==> config.mk <==
export PLATFORM = sky130hd
export DESIGN_NAME = load_queue_unit
export DESIGN_NICKNAME = d
export VERILOG_FILES = /design/src/rtl/load_queue_unit.sv
export SDC_FILE = /design/constraint.sdc
export NUM_CORES = 1
export LEC_CHECK = 0
export ABC_AREA = 1
export CAP_MARGIN = 15
export CORE_AREA = 3 3 277 279
export DETAILED_ROUTE_END_ITERATION = 10
export DIE_AREA = 0 0 280 282
export SLEW_MARGIN = 40
export SYNTH_ARGS = -nofsm -noshare
export SYNTH_HDL_FRONTEND = slang
export SYNTH_SLANG_ARGS = --single-unit
==> constraint.sdc <==
create_clock -name CLK -period 5.63 [get_ports CLK]
set_clock_uncertainty 0.1 [all_clocks]
set_input_delay 1.689 -clock CLK [delete_from_list [all_inputs] [get_ports CLK]]
set_output_delay 1.689 -clock CLK [all_outputs]
set_load 0.01 [all_outputs]
==> src/rtl/load_queue_unit.sv <==
// Load queue: DEPTH-entry FIFO of issued loads, req/ack memory access, CDB writeback and RS tag match.
// Optional LOAD_SUBWORD_EN selects byte/half lanes with sign/zero extension.
module load_queue_unit #(
   parameter int unsigned DW        = 32,
   parameter int unsigned AW        = 32,
   parameter int unsigned TW        = 32,
   parameter int unsigned DEPTH     = 4,
   parameter int unsigned NUM_SLOTS = 8
) (
   input  logic                    CLK,
   input  logic                    Reset,
   input  logic                    In_Valid,
   output logic                    In_Ready,
   input  logic [AW-1:0]           In_A,
   input  logic [TW-1:0]           In_Dest,
   input  logic                    In_RegWrite,
   input  logic [1:0]              In_Size,
   input  logic                    In_Signed,
   output logic                    DataMem_Req,
   output logic [AW-1:0]           DataMem_RA,
   input  logic                    DataMem_Ack,
   input  logic [DW-1:0]           DataMem_RD,
   output logic                    CDB_Req,
   input  logic                    CDB_Grant,
   output logic [DW-1:0]           DataLoad,
   output logic [TW-1:0]           DestLoad,
   output logic                    RegWriteLoad,
   input  logic [NUM_SLOTS*TW-1:0] RTag,
   output logic [NUM_SLOTS*DW-1:0] RData,
   output logic [NUM_SLOTS-1:0]    RFlag
);

   localparam int unsigned PW = $clog2(DEPTH);
   localparam int unsigned CW = PW + 1;

   typedef enum logic [1:0] {IDLE, REQ, WB} stateT;

   stateT            state;
   logic [PW-1:0]    headPtr;
   logic [PW-1:0]    tailPtr;
   logic [CW-1:0]    count;
   logic [CW-1:0]    countAfter;
   logic [AW-1:0]    addrMem [DEPTH];
   logic [TW-1:0]    destMem [DEPTH];
   logic [DEPTH-1:0] regWriteMem;
   logic [DW-1:0]    resData;
   logic [TW-1:0]    resDest;
   logic [DW-1:0]    loadValue;
   logic             push;
   logic             pop;

   assign In_Ready   = (count != CW'(DEPTH));
   assign push       = In_Valid && In_Ready;
   assign pop        = (state == REQ) && DataMem_Ack;
   assign countAfter = count + CW'(push) - CW'(pop);

`ifdef LOAD_SUBWORD_EN
   logic [1:0]       sizeMem [DEPTH];
   logic [DEPTH-1:0] signedMem;

   function automatic logic [DW-1:0] extractLane(input logic [DW-1:0] rd, input logic [1:0] lane,
                                                 input logic [1:0] size, input logic sgn);
      logic [7:0]  b;
      logic [15:0] h;
      b = rd[{lane, 3'b000} +: 8];
      h = rd[{lane[1], 4'b0000} +: 16];
      case (size)
         2'd0:    return sgn ? {{(DW-8){b[7]}}, b} : {{(DW-8){1'b0}}, b};
         2'd1:    return sgn ? {{(DW-16){h[15]}}, h} : {{(DW-16){1'b0}}, h};
         default: return rd;
      endcase
   endfunction

   always_ff @(posedge CLK) begin
      if (push) begin
         sizeMem[tailPtr]   <= In_Size;
         signedMem[tailPtr] <= In_Signed;
      end
   end

   assign loadValue = extractLane(DataMem_RD, addrMem[headPtr][1:0], sizeMem[headPtr], signedMem[headPtr]);
`else
   logic unusedSubword;
   assign unusedSubword = ^{In_Size, In_Signed};
   assign loadValue     = DataMem_RD;
`endif

   // Entry storage needs no reset: an entry is only read after it has been written.
   always_ff @(posedge CLK) begin
      if (push) begin
         addrMem[tailPtr]     <= In_A;
         destMem[tailPtr]     <= In_Dest;
         regWriteMem[tailPtr] <= In_RegWrite;
      end
   end

   always_ff @(posedge CLK or negedge Reset) begin
      if (!Reset) begin
         headPtr <= '0;
         tailPtr <= '0;
         count   <= '0;
      end else begin
         if (push) tailPtr <= tailPtr + PW'(1);
         if (pop)  headPtr <= headPtr + PW'(1);
         count <= countAfter;
      end
   end

   always_ff @(posedge CLK or negedge Reset) begin
      if (!Reset) begin
         state   <= IDLE;
         resData <= '0;
         resDest <= '0;
      end else begin
         case (state)
            IDLE: if (count != '0) state <= REQ;
            REQ: begin
               if (DataMem_Ack) begin
                  resData <= loadValue;
                  resDest <= destMem[headPtr];
                  if (regWriteMem[headPtr]) state <= WB;
                  else                      state <= (countAfter != '0) ? REQ : IDLE;
               end
            end
            WB: if (CDB_Grant) state <= (count != '0) ? REQ : IDLE;
            default: state <= IDLE;
         endcase
      end
   end

   assign DataMem_Req  = (state == REQ);
   assign DataMem_RA   = DataMem_Req ? addrMem[headPtr] : '0;
   assign CDB_Req      = (state == WB);
   assign RegWriteLoad = CDB_Req && CDB_Grant;
   assign DataLoad     = CDB_Req ? resData : '0;
   assign DestLoad     = CDB_Req ? resDest : '0;

   always_comb begin
      RFlag = '1;
      RData = '0;
      for (int unsigned i = 0; i < NUM_SLOTS; i++) begin
         if ((RTag[i*TW +: TW] == DestLoad) && RegWriteLoad) begin
            RFlag[i]          = 1'b0;
            RData[i*DW +: DW] = DataLoad;
         end
      end
   end

endmodule

==> summary by stage, run 1 <==
Detailed routing
Using the TritonRoute via totals, the vias-per-cell ratio works out to 4.65. For this block, the initial DRC count from the detailed router was 1854. The residual DRC count is 0. The number of nets with antenna violations after routing is 0. Wires add up to 97.6 mm. The number of optimization iterations in the first detailed-route pass is 8.

The routed wire length per instance is 22.1 µm. The routed layout has 20500 vias.

Worst setup path
The number of buffers and inverters on the critical path is 6. The type of element capturing the critical path is an output port. The most frequent cell on the critical path is sky130_fd_sc_hd__nand2_1.

The termination of the worst setup path is RFlag[0]. The highest net fanout along the worst path is 32. The capture instance of the worst register-to-register path is state[0]. The cell family contributing the most delay on the critical path is buffers and inverters. Tracing the worst setup path back leads to its startpoint at RTag[2]. The critical path crosses 13 cells after its start point.

The worst register-to-register path has a depth of 16. Walking the worst path, the cells encountered are clkdlybuf4s50_1 > inv_1 > nand3_1 > nand2_1 > inv_1 > nand2_1 > nor2_2 > nand2_1 > nor2_2 > buf_4 > nand2_2 > buf_12 > clkdlybuf4s50_1. The start of the worst register-to-register path is state[1]. On the worst path, the slowest cell contributes a delay of 0.54 ns. The worst setup path is of the primary input to output port kind. The setup slack of the most critical reg-to-reg path is 2.40 ns.

STA classifies the critical path startpoint as a primary input. The data required time of the worst path is 3.84 ns. The slowest cell on the critical path is sky130_fd_sc_hd__clkdlybuf4s50_1.

The arrival time of the worst setup path is 3.75 ns.

STA
The aggregate negative setup slack is 0 ns. The post-layout minimum cycle time is 5.53 ns. Setup violations remaining at the end of the flow were counted as 0. The highest achievable clock rate is 181 MHz. In the finished design, the share of the clock period the worst path needs comes to 0.983. The total count of hold-check failures in the final report came to 0.

The worst hold margin is 0.411 ns. The remaining max-slew budget at the tightest pin is 0.493. The post-route worst setup slack is 0.0954 ns. The final number of max-transition violations came to 0. At the pin with the least slew margin, the transition time is 0.760 ns.

Clock tree
The clock tree from TritonCTS is done. The total number of clock tree sinks is 333. In this run, post-CTS hold repair placed 0 buffers. The number of CTS-inserted buffers is 40. The clock tree root driver cell is sky130_fd_sc_hd__clkbuf_16.

The number of H-tree levels is 2. The largest buffer count on any clock path is 3. For the worst-skew pair, the clock arrives at the later sink with an insertion delay of 0.57 ns. The register clock-pin slew on the reported worst setup and hold paths is 0.05 ns.

Logic synthesis
The net count after synthesis is 3019. After synthesis the netlist holds a flip-flop and latch count of 333. The share of the synthesized area in the top cell type is 0.396. The part of the Yosys area used for sequential elements is 0.489.

The cell type with the highest aggregate area in the netlist is sky130_fd_sc_hd__edfxtp_1. The number of warnings printed during yosys synthesis is 0. A synthesized cell averages 7.43 µm².

The cell count after synthesis came out at 2651. Yosys attributes the largest share of cell area to sky130_fd_sc_hd__edfxtp_1 40%, sky130_fd_sc_hd__nand2_1 15%, sky130_fd_sc_hd__nor2_1 11%. The post-synthesis instance area is 0.0197 mm². The synthesized netlist contains 32 unique library cells.

GRT
The global-route total usage across every layer is 0.236. The initial antenna violation count is 58. The wire length of the first global-routing pass is 135 mm. The pin count of the biggest net entering global routing is 81. Global routing finished with a remaining overflow of 0. The via count of the first global-routing pass is 18800.

Layout
From synthesis to final layout, the design area changed by 49.9%. Summing all flip-flop and latch instances after layout gives 0.00964 mm². The number of filler cells placed in the layout is 7729. At the end of the flow the core is filled with cells to 0.397. The area of the multi-input gates is 0.00804 mm². In the final layout, the share of cells above drive strength 1 is 0.0716.

The final cell area excluding filler cells is 0.0295 mm². Excluding fillers, the count of instances in the completed layout stands at 4413. The net total in the final layout is 3746.

Floorplan
The number of core rows is 100. The die is 280 µm wide. The starting density of the core is 0.265.

For this design the top-level I/O count stands at 725. The floorplan step defined a core boundary enclosing 0.0744 mm². The die covers 0.0790 mm². The vertical extent of the die is 282 µm.

Place
Before CTS, the worst setup slack after placement is -0.325 ns. Routability-driven placement finished with a final weighted congestion of 1.03. The detailed-placement wirelength estimate is 75.0 mm.

The post-placement cell area is 0.0282 mm². After detailed placement, the design holds a cell count of 4299. The quantity of I/O buffers inserted on ports is 721.

Pwr
The share of total power dissipated in sequential elements is 0.357. The leakage component of the power is 14.0 nW. After layout, the design draws a total of 10.7 mW. The switching portion of total power is 0.412. The clock power share is 0.229. Across the VDD grid, the largest voltage drop is 292 µV. The share of total power dissipated in combinational logic is 0.414. Dividing total power by cell area gives a power density of 361 mW/mm². Internal power comes to 6.27 mW.

The reported net switching power is 4.39 mW.

Run
Across the run, the number of max-cap violations was 0.

Status
The flow ran to the end, and the final reports show no timing, DRC or antenna violations.

Worst hold path
The path type of the worst min-delay path is register to register.
[repair_timing]
action                                  CTS  global route
pin swaps                                 5             3
resized for setup                       250           109
cloned                                    1             0
setup buffers                             5             0
endpoints found under the setup margin  261            87
[worst min-delay path by stage]
stage	startpoint	to	depth (start not counted)
after global routing	resData[3]	resData[3]	2
after global placement	resDest[15]	resDest[15]	2
final	resDest[15]	resDest[15]	2
after floorplan	resDest[15]	resDest[15]	2
after detailed placement	resDest[15]	resDest[15]	2
after CTS	resDest[15]	resDest[15]	2
[power by group through the flow]
stage	combinational (mW)	sequential, mW	clock, mW
CTS	4.44	3.78	2.53
finish	4.42	3.80	2.44
floorplan	2.58	3.60	0
global placement	4.37	3.82	0
detailed placement	4.40	3.83	0
global route	4.89	3.86	2.62
[state kept, by name, summed over array words and instances, names as in the netlist]
signal / flops
addrMem: 128
count: 3
destMem: 128
headPtr: 2
regWriteMem: 4
resData: 32
resDest: 32
state: 2
tailPtr: 2
[cells in the mapped netlist, drive strengths merged]
cell	count
clkbuf	55
ha	6
o22ai	33
dfrtp	73
fa	1
nand3	112
a21oi	35
xor2	33
nand4	22
nor2	608
edfxtp	260
nand2	775
nand3b	15
buf	62
o21ai	179
o31ai	1
inv	379
a32o	1
clkinv	1
[cell families after synthesis]
family,synth area share
AO/OA/AOI/OAI,0.0657
buffers and inverters,0.109
XOR/XNOR,0.0147
adder cells (fa/ha/maj),0.00483
flip-flops,0.489
AND/OR/NAND/NOR,0.317
[layout make-up]
cell class                 count  share of cell area
sequential                   333               0.327
multi-input combinational   1821               0.272
timing repair buffer         802               0.265
inverter                     380              0.0491
tap                          969              0.0411
clock buffer                  48              0.0356
clock inverter                25             0.00720
antenna                       35             0.00297
[worst register-to-register path, stage by stage, from the launching register on]
cell and delay, ns:
sky130_fd_sc_hd__dfrtp_4 0.68, sky130_fd_sc_hd__buf_4 0.31, sky130_fd_sc_hd__nor2_2 0.09, sky130_fd_sc_hd__inv_4 0.39
sky130_fd_sc_hd__nor2_4 0.09, sky130_fd_sc_hd__ha_1 0.30, sky130_fd_sc_hd__inv_1 0.06, sky130_fd_sc_hd__ha_1 0.13
sky130_fd_sc_hd__inv_1 0.05, sky130_fd_sc_hd__fa_1 0.40, sky130_fd_sc_hd__inv_1 0.08, sky130_fd_sc_hd__xor2_1 0.17
sky130_fd_sc_hd__nand2_1 0.07, sky130_fd_sc_hd__nand2_1 0.07, sky130_fd_sc_hd__nand2_1 0.05, sky130_fd_sc_hd__nand2_1 0.05
sky130_fd_sc_hd__nand2_1 0.05
[placed cells by master, fill, tap and decap left out, drive strengths merged]
cell / Yosys / layout
clkinv: 1 / 20
edfxtp: 260 / 260
xor2: 33 / 33
o22ai: 33 / 33
ha: 6 / 6
a21oi: 35 / 35
clkdlybuf4s15: 0 / 18
clkdlybuf4s50: 0 / 453
buf: 62 / 83
a32o: 1 / 1
o31ai: 1 / 1
fa: 1 / 1
nor2: 608 / 608
bufinv: 0 / 1
inv: 379 / 380
dlymetal6s2s: 0 / 42
nand3b: 15 / 15
dlygate4sd2: 0 / 187
clkbuf: 55 / 66
dfrtp: 73 / 73
nand4: 22 / 22
bufbuf: 0 / 1
o21ai: 179 / 179
nand3: 112 / 112
nand2: 775 / 775
diode: 0 / 35
clkinvlp: 0 / 4
[routing by layer]
metal	global-route usage	share of wire
met1	0.298	0.40
met2	0.350	0.43
met3	0.0924	0.12
met4	0.118	0.047
met5	0	0.0031
Note: power is estimated with default switching activity, not from simulation.
==> run 2, diff against run 1 <==
Settings changed: SETUP_SLACK_MARGIN set to 0.02.
==> summary by stage, run 2 (synthesis results as in run 1) <==
STA
The post-layout minimum cycle time is 5.55 ns. The final number of max-transition violations is 0. The total count of hold-check failures in the final report is 0.

Setup repair after global routing left no endpoint under its margin. The aggregate negative setup slack is 0 ns. In this run the tightest slew margin relative to its limit is 0.485. Setup slack closes at 0.0767 ns. Setup violations remaining at the end of the flow were counted as 0. The share of the clock period used by the worst path after layout is 0.986. For the pin with the worst max-slew slack, the measured transition is 0.773 ns. Based on the critical path, the design can be clocked at up to 180 MHz.

Detailed routing
The number of optimization iterations in the first detailed-route pass is 5. The routed design has 97.8 mm of wire. Routed signal wires occupy layers up through met5. Dividing the detail-routed via count by the number of cells gives 4.65.

The met1 layer wirelength in the final routing is 39.4 mm. The total length of routed met3 wires is 11.5 mm. After detailed routing, the number of remaining DRC violations is 0.

The detailed router placed 20500 vias in this run. For this block, the initial DRC count from the detailed router was 1995. The routed wire length per instance is 22.2 µm. The number of nets with antenna violations after routing is 0. Detailed routing placed a total of 42.0 mm of wire on met2.

Place
Before CTS, the worst setup slack after placement is -0.325 ns. At the end of routability-driven placement, the weighted congestion stood at 1.03. The detailed-placement wirelength estimate is 75.0 mm.

The quantity of I/O buffers inserted on ports is 721. Counting tap cells, the placed design contains a total of 4299 instances. The post-placement cell area is 0.0282 mm².

GRT
Entering global routing, the biggest net connects 81 pins. The via count of the first global-routing pass is 18800. The initial antenna violation count is 58. The first global-routing pass estimated 135 mm of wire.

In the global route stage, overall resource usage came out at 0.236. The total overflow left after global routing is 0.

Worst setup path
The number of buffers and inverters on the critical path is 4. The worst setup path is of the primary input to output port kind. The signal on the critical path passes through clkdlybuf4s50_1 > inv_1 > nand2_1 > nand4_1 > nor2_1 > nand2_1 > nor2_1 > nand2_2 > buf_12 > clkdlybuf4s50_1. STA puts the critical path data arrival time at 3.76 ns. For this design, the slowest cell found on the critical path is sky130_fd_sc_hd__clkdlybuf4s50_1. The cell family contributing the most delay on the critical path is buffers and inverters.

STA classifies the critical path endpoint as an output port. STA puts the critical path data required time at 3.84 ns. In this design, the stage delay of the slowest critical-path cell is 0.59 ns. The highest net fanout along the worst path is 33. For the worst flop-to-flop path, the logic depth is 16. The kind of launch point of the worst setup path is a primary input.

The critical path depth is 10.

Pwr
For this design the ratio of total power to cell area is 363 mW/mm². The combinational fraction of design power is 0.417. Internal power comes to 6.28 mW. Of the total power, registers draw 0.354. The worst voltage drop across the vdd grid is 292 µV. The switching portion of total power is 0.412. In this run the power spent charging and discharging nets is 4.41 mW.

Summed over all cells, the static leakage comes to 13.9 nW. Overall power consumption after layout is estimated at 10.7 mW. The clock power share is 0.229.

Layout
The finished cells cover 0.0295 mm². The area added between synthesis and finish is 49.5%. The share of post-route cells with drive strength above 1 is 0.0768.

The sequential cell area in the final layout is 0.00964 mm². The multi-input combinational cells in the finished layout cover a total of 0.00804 mm². Leaving out filler cells and counting taps, the final layout contains 4414. In the final layout, the registers with the most flip-flops are addrMem x128, destMem x128. The most common library cell in the layout ignoring fill and taps is sky130_fd_sc_hd__nand2_1. In the layout the commonest cells are 763 x sky130_fd_sc_hd__nand2_1, 578 x sky130_fd_sc_hd__nor2_1, 450 x sky130_fd_sc_hd__clkdlybuf4s50_1. The net total in the final layout is 3748. Counting the fill cells in the layout gives 7741.

Clock tree
The clock tree from TritonCTS is done. The clock tree synthesis step divided the H-tree into 2 levels. The number of CTS-inserted buffers is 40. The cell sitting at the root of the clock tree is a sky130_fd_sc_hd__clkbuf_16. For the worst-skew pair, the clock arrives at the later sink with an insertion delay of 0.57 ns. The clock net in this run drives a total of 333 sinks. The largest buffer count on any clock path is 3. After clock tree synthesis, the clock-pin slew on the worst setup and hold paths is 0.05 ns. The number of hold buffers added after CTS was 0.

Floorplan
The die covers 0.0790 mm². The initialized floorplan defines 100 standard-cell rows. The number of primary I/O pins is 725.

The area inside the core boundary is 0.0744 mm². The horizontal die dimension is 280 µm. The die is 282 µm tall.

The starting density of the core is 0.265.

Run
Across the run, the number of max-cap violations was 0.

Worst hold path
In this run the worst hold path is classified as register to register. Along the worst hold path, the cell count comes to 2.

Status
The flow ran to the end, and the final reports show no timing, DRC or antenna violations.
## run 2: changes by cell type in the layout (fill, tap and decap cells not counted), sizes merged
cell,before,now
dlymetal6s2s,42,36
buf,83,84
clkdlybuf4s50,453,450
diode,35,34
dlygate4sd2,187,192
clkbuf,66,84
clkdlybuf4s15,18,5
## run 2: cell type report
type,count,area share
clock buffer,48,0.0357
timing repair buffer,804,0.264
tap,969,0.0412
multi-input combinational,1821,0.273
clock inverter,25,0.00722
antenna,34,0.00289
sequential,333,0.327
inverter,380,0.0492
## run 2: power groups by stage
stage	registers (mW)	clock network, mW	logic [mW]
finish	3.79	2.44	4.46
detailed placement	3.83	0	4.40
global placement	3.82	0	4.37
CTS	3.78	2.53	4.45
global route	3.84	2.62	4.93
floorplan	3.60	0	2.58
## run 2: per-layer routing
metal  track usage  up-vias
met2         0.350     1011
met3        0.0924      225
li1              -     9768
met4         0.118       44
met5             0        -
met1         0.298     9489
## run 2: worst register-to-register path, stage by stage, from the launching register on
cell and delay (ns):
sky130_fd_sc_hd__dfrtp_4 0.56, sky130_fd_sc_hd__buf_4 0.28, sky130_fd_sc_hd__nor2_2 0.09, sky130_fd_sc_hd__inv_4 0.39, sky130_fd_sc_hd__nor2_4 0.09, sky130_fd_sc_hd__ha_1 0.30, sky130_fd_sc_hd__inv_1 0.06, sky130_fd_sc_hd__ha_1 0.13
sky130_fd_sc_hd__inv_1 0.05, sky130_fd_sc_hd__fa_1 0.39, sky130_fd_sc_hd__inv_1 0.08, sky130_fd_sc_hd__xor2_1 0.17, sky130_fd_sc_hd__nand2_1 0.07, sky130_fd_sc_hd__nand2_1 0.07, sky130_fd_sc_hd__nand2_1 0.05, sky130_fd_sc_hd__nand2_1 0.05
sky130_fd_sc_hd__nand2_1 0.04
## run 2: per-stage QoR
| stage | util | hold WS, ns |
|---|---|---|
| 6_report | 0.396 | 0.409 |
| 5_1_grt | 0.395 | 0.462 |
| 4_1_cts | 0.394 | 0.414 |
| 3_5_place_dp | 0.379 | 0.395 |
| 3_3_place_gp | 0.379 | 0.396 |
| 2_1_floorplan | - | 0.370 |
## run 2: final timing paths
kind | startpoint | end | slack, ns
max in group asynchronous | Reset | resData[3] | 3.48
worst min-delay path | resDest[15] | resDest[15] | 0.41
worst min register to register | resDest[15] | resDest[15] | 0.41
worst max-delay path | RTag[255] | RFlag[7] | 0.08
worst max register to register | state[1] | state[0] | 2.55
min in group asynchronous | Reset | resDest[2] | 1.03
## run 2: timing repair
action | 4_1_cts | 5_1_grt
cloned | 1 | 0
setup endpoints to repair | 262 | 108
gates resized for setup | 259 | 123
endpoints found under the hold margin | 0 | 0
pin swaps | 6 | 4
setup buffers | 6 | 1
==> run 3, diff against run 2 <==
Settings changed: TNS_END_PERCENT set to 1.
==> summary by stage, run 3 (synthesis results as in run 1) <==
Worst setup path
The capture instance of the worst register-to-register path is state[0]. The worst register-to-register path has a depth of 16. The worst setup path is launched from a register.

The startpoint identified for the worst register-to-register timing path is state[1]. The highest net fanout along the worst path is 32. The data required time of the worst path is 3.84 ns. The worst setup path is of the register to output port kind. Across all register-to-register paths, the minimum setup slack is 2.37 ns. The type of element capturing the critical path is an output port. The arrival time of the worst setup path is 3.84 ns.

STA
After layout, the minimum clock period comes to 5.63 ns. The actual slew at the worst max-slew pin is 0.766 ns. The remaining max-slew budget at the tightest pin is 0.489. The total count of hold-check failures in the final report is 0. Setup repair after global routing could not meet its margin everywhere.

The final-report setup violation count is 1. The post-route worst setup slack is -0.00117 ns. The highest achievable clock rate is 178 MHz. Of the available clock period, the critical path in the final layout requires 1.00. The final number of max-transition violations is 0.

Status
The final reports fail on setup timing. The run finished, with violations left.

Detailed routing
The number of nets with antenna violations after routing is 0. The number of optimization iterations in the first detailed-route pass is 5. For this block, the routed nets add up to 97.0 mm of wire. For this run, design rule violations remaining after detail routing come to 0. The routed layout has 20300 vias. In the final routed layout, each cell accounts on average for 22.0 µm. The per-cell via count in the routed design is 4.62. After the first detailed-routing iteration, the DRC count stood at 1845.

Floorplan
For this configuration, the core starts out at a cell density of 0.265. The die covers 0.0790 mm². The number of primary I/O pins is 725. The area inside the core boundary is 0.0744 mm².

The floorplan step set the die width to 280 µm. The number of core rows is 100. Measured along the y axis, the die boundary spans 282 µm.

Layout
The library cell used most frequently in the layout, excluding fill and tap cells, is sky130_fd_sc_hd__nand2_1. At the end of the flow, the number of nets in the layout was 3740. The top cell types in the final layout, fill and taps aside, are 765 x sky130_fd_sc_hd__nand2_1, 585 x sky130_fd_sc_hd__nor2_1, 455 x sky130_fd_sc_hd__clkdlybuf4s50_1. The share of post-route cells with drive strength above 1 is 0.0840. In the final layout, the registers with the most flip-flops are addrMem x128, destMem x128. The final cell area excluding filler cells is 0.0292 mm². The number of filler cells placed in the layout is 7765. Relative to the synthesized area, the layout overhead comes to 48.0%.

At the end of the flow the core is filled with cells to 0.392.

Pwr
For this design the static power due to leakage is 13.6 nW. The design draws 10.7 mW. The total power divided by cell area is 365 mW/mm².

The worst voltage drop across the vdd grid is 292 µV.

GRT
The initial antenna violation count is 58. For this run the aggregate overflow at the end of global routing stands at 0. The first global-routing pass estimated 134 mm of wire. The via count of the first global-routing pass is 18700.

In the global route stage, overall resource usage came out at 0.234. The pin count of the biggest net entering global routing is 81.

Clock tree
The clock tree root driver cell is sky130_fd_sc_hd__clkbuf_16. The clock tree synthesis step divided the H-tree into 2 levels. The register clock-pin slew on the reported worst setup and hold paths is 0.05 ns. In this run, post-CTS hold repair placed 0 buffers. TritonCTS built the clock tree. The total number of clock tree sinks is 333. In this run, CTS created clock tree buffers numbering 40.

At the later pin of the worst-skew pair, clock insertion delay measures 0.57 ns. The largest buffer count on any clock path is 3.

Place
Routability-driven placement finished with a final weighted congestion of 1.03. The detailed-placement wirelength estimate is 75.0 mm. The count of buffers added on input and output ports is 721.

After detailed placement, the total cell area comes to 0.0282 mm².

Worst hold path
The path class of the tightest hold or removal check is register to register. The worst hold path begins at resDest[15]. The worst hold path cell count is 2. For hold timing, the worst endpoint is resDest[15].

Run
The number of maximum-capacitance constraint violations is 0.
[run 3: final cells by class]
cell class	instances	area, µm²	area share
inverter	380	1440	0.0494
antenna	34	85.1	0.00292
tap	969	1210	0.0416
clock inverter	25	213	0.00730
clock buffer	48	1050	0.0361
timing repair buffer	796	7520	0.258
multi-input combinational	1821	7990	0.274
sequential	333	9640	0.331
[run 3: layer usage]
metal / vias to the layer above / wire length [µm] / GRT usage
met5: - / 294 / 0
met4: 44 / 4400 / 0.116
met3: 209 / 11600 / 0.0926
met2: 964 / 41700 / 0.349
met1: 9375 / 39000 / 0.296
li1: 9754 / - / -
[run 3: through the flow]
step | setup WS, ns | TNS [ns] | hold slack [ns] | cells
6_report | -0.00117 | -0.00117 | 0.411 | 4406
3_3_place_gp | -0.282 | -44.23 | 0.396 | 4299
5_1_grt | -0.229 | -1.07 | 0.462 | 4398
4_1_cts | -0.190 | -2.73 | 0.414 | 4372
3_5_place_dp | -0.325 | -45.49 | 0.395 | 4299
2_1_floorplan | 0.453 | 0 | 0.370 | 2651
[run 3: worst max-delay path by stage]
stage | start | endpoint | depth (start not counted)
floorplan | In_Valid | addrMem[0][0] | 2
global placement | CDB_Grant | RData[82] | 14
detailed placement | CDB_Grant | RData[91] | 14
CTS | CDB_Grant | RData[201] | 12
global route | state[0] | RFlag[0] | 16
finish | state[0] | RFlag[0] | 16
[run 3: timing repair]
action                                  4_1_cts  5_1_grt
endpoints found under the hold margin         0        0
gates resized for setup                     243      229
setup buffers                                 0        0
pin swaps                                     1        3
endpoints found under the setup margin      262      210
[run 3: critical path: stages, from the launching register on]
cell and delay, ns:
sky130_fd_sc_hd__dfrtp_1 0.46, sky130_fd_sc_hd__inv_6 0.29, sky130_fd_sc_hd__buf_4 0.31, sky130_fd_sc_hd__buf_4 0.26
sky130_fd_sc_hd__nand3_4 0.21, sky130_fd_sc_hd__inv_1 0.25, sky130_fd_sc_hd__nand2_1 0.08, sky130_fd_sc_hd__nand2_1 0.08
sky130_fd_sc_hd__inv_1 0.06, sky130_fd_sc_hd__nand2_1 0.06, sky130_fd_sc_hd__nor2_1 0.03, sky130_fd_sc_hd__nand2_1 0.08
sky130_fd_sc_hd__nor2_2 0.05, sky130_fd_sc_hd__buf_4 0.14, sky130_fd_sc_hd__nand2_2 0.09, sky130_fd_sc_hd__buf_12 0.20
sky130_fd_sc_hd__clkdlybuf4s50_1 0.57
[run 3: report_power, final]
part	switching [mW]	internal [mW]
Combinational	2.87	1.53
Clock	1.04	1.40
Sequential	0.471	3.33
Total	4.39	6.26
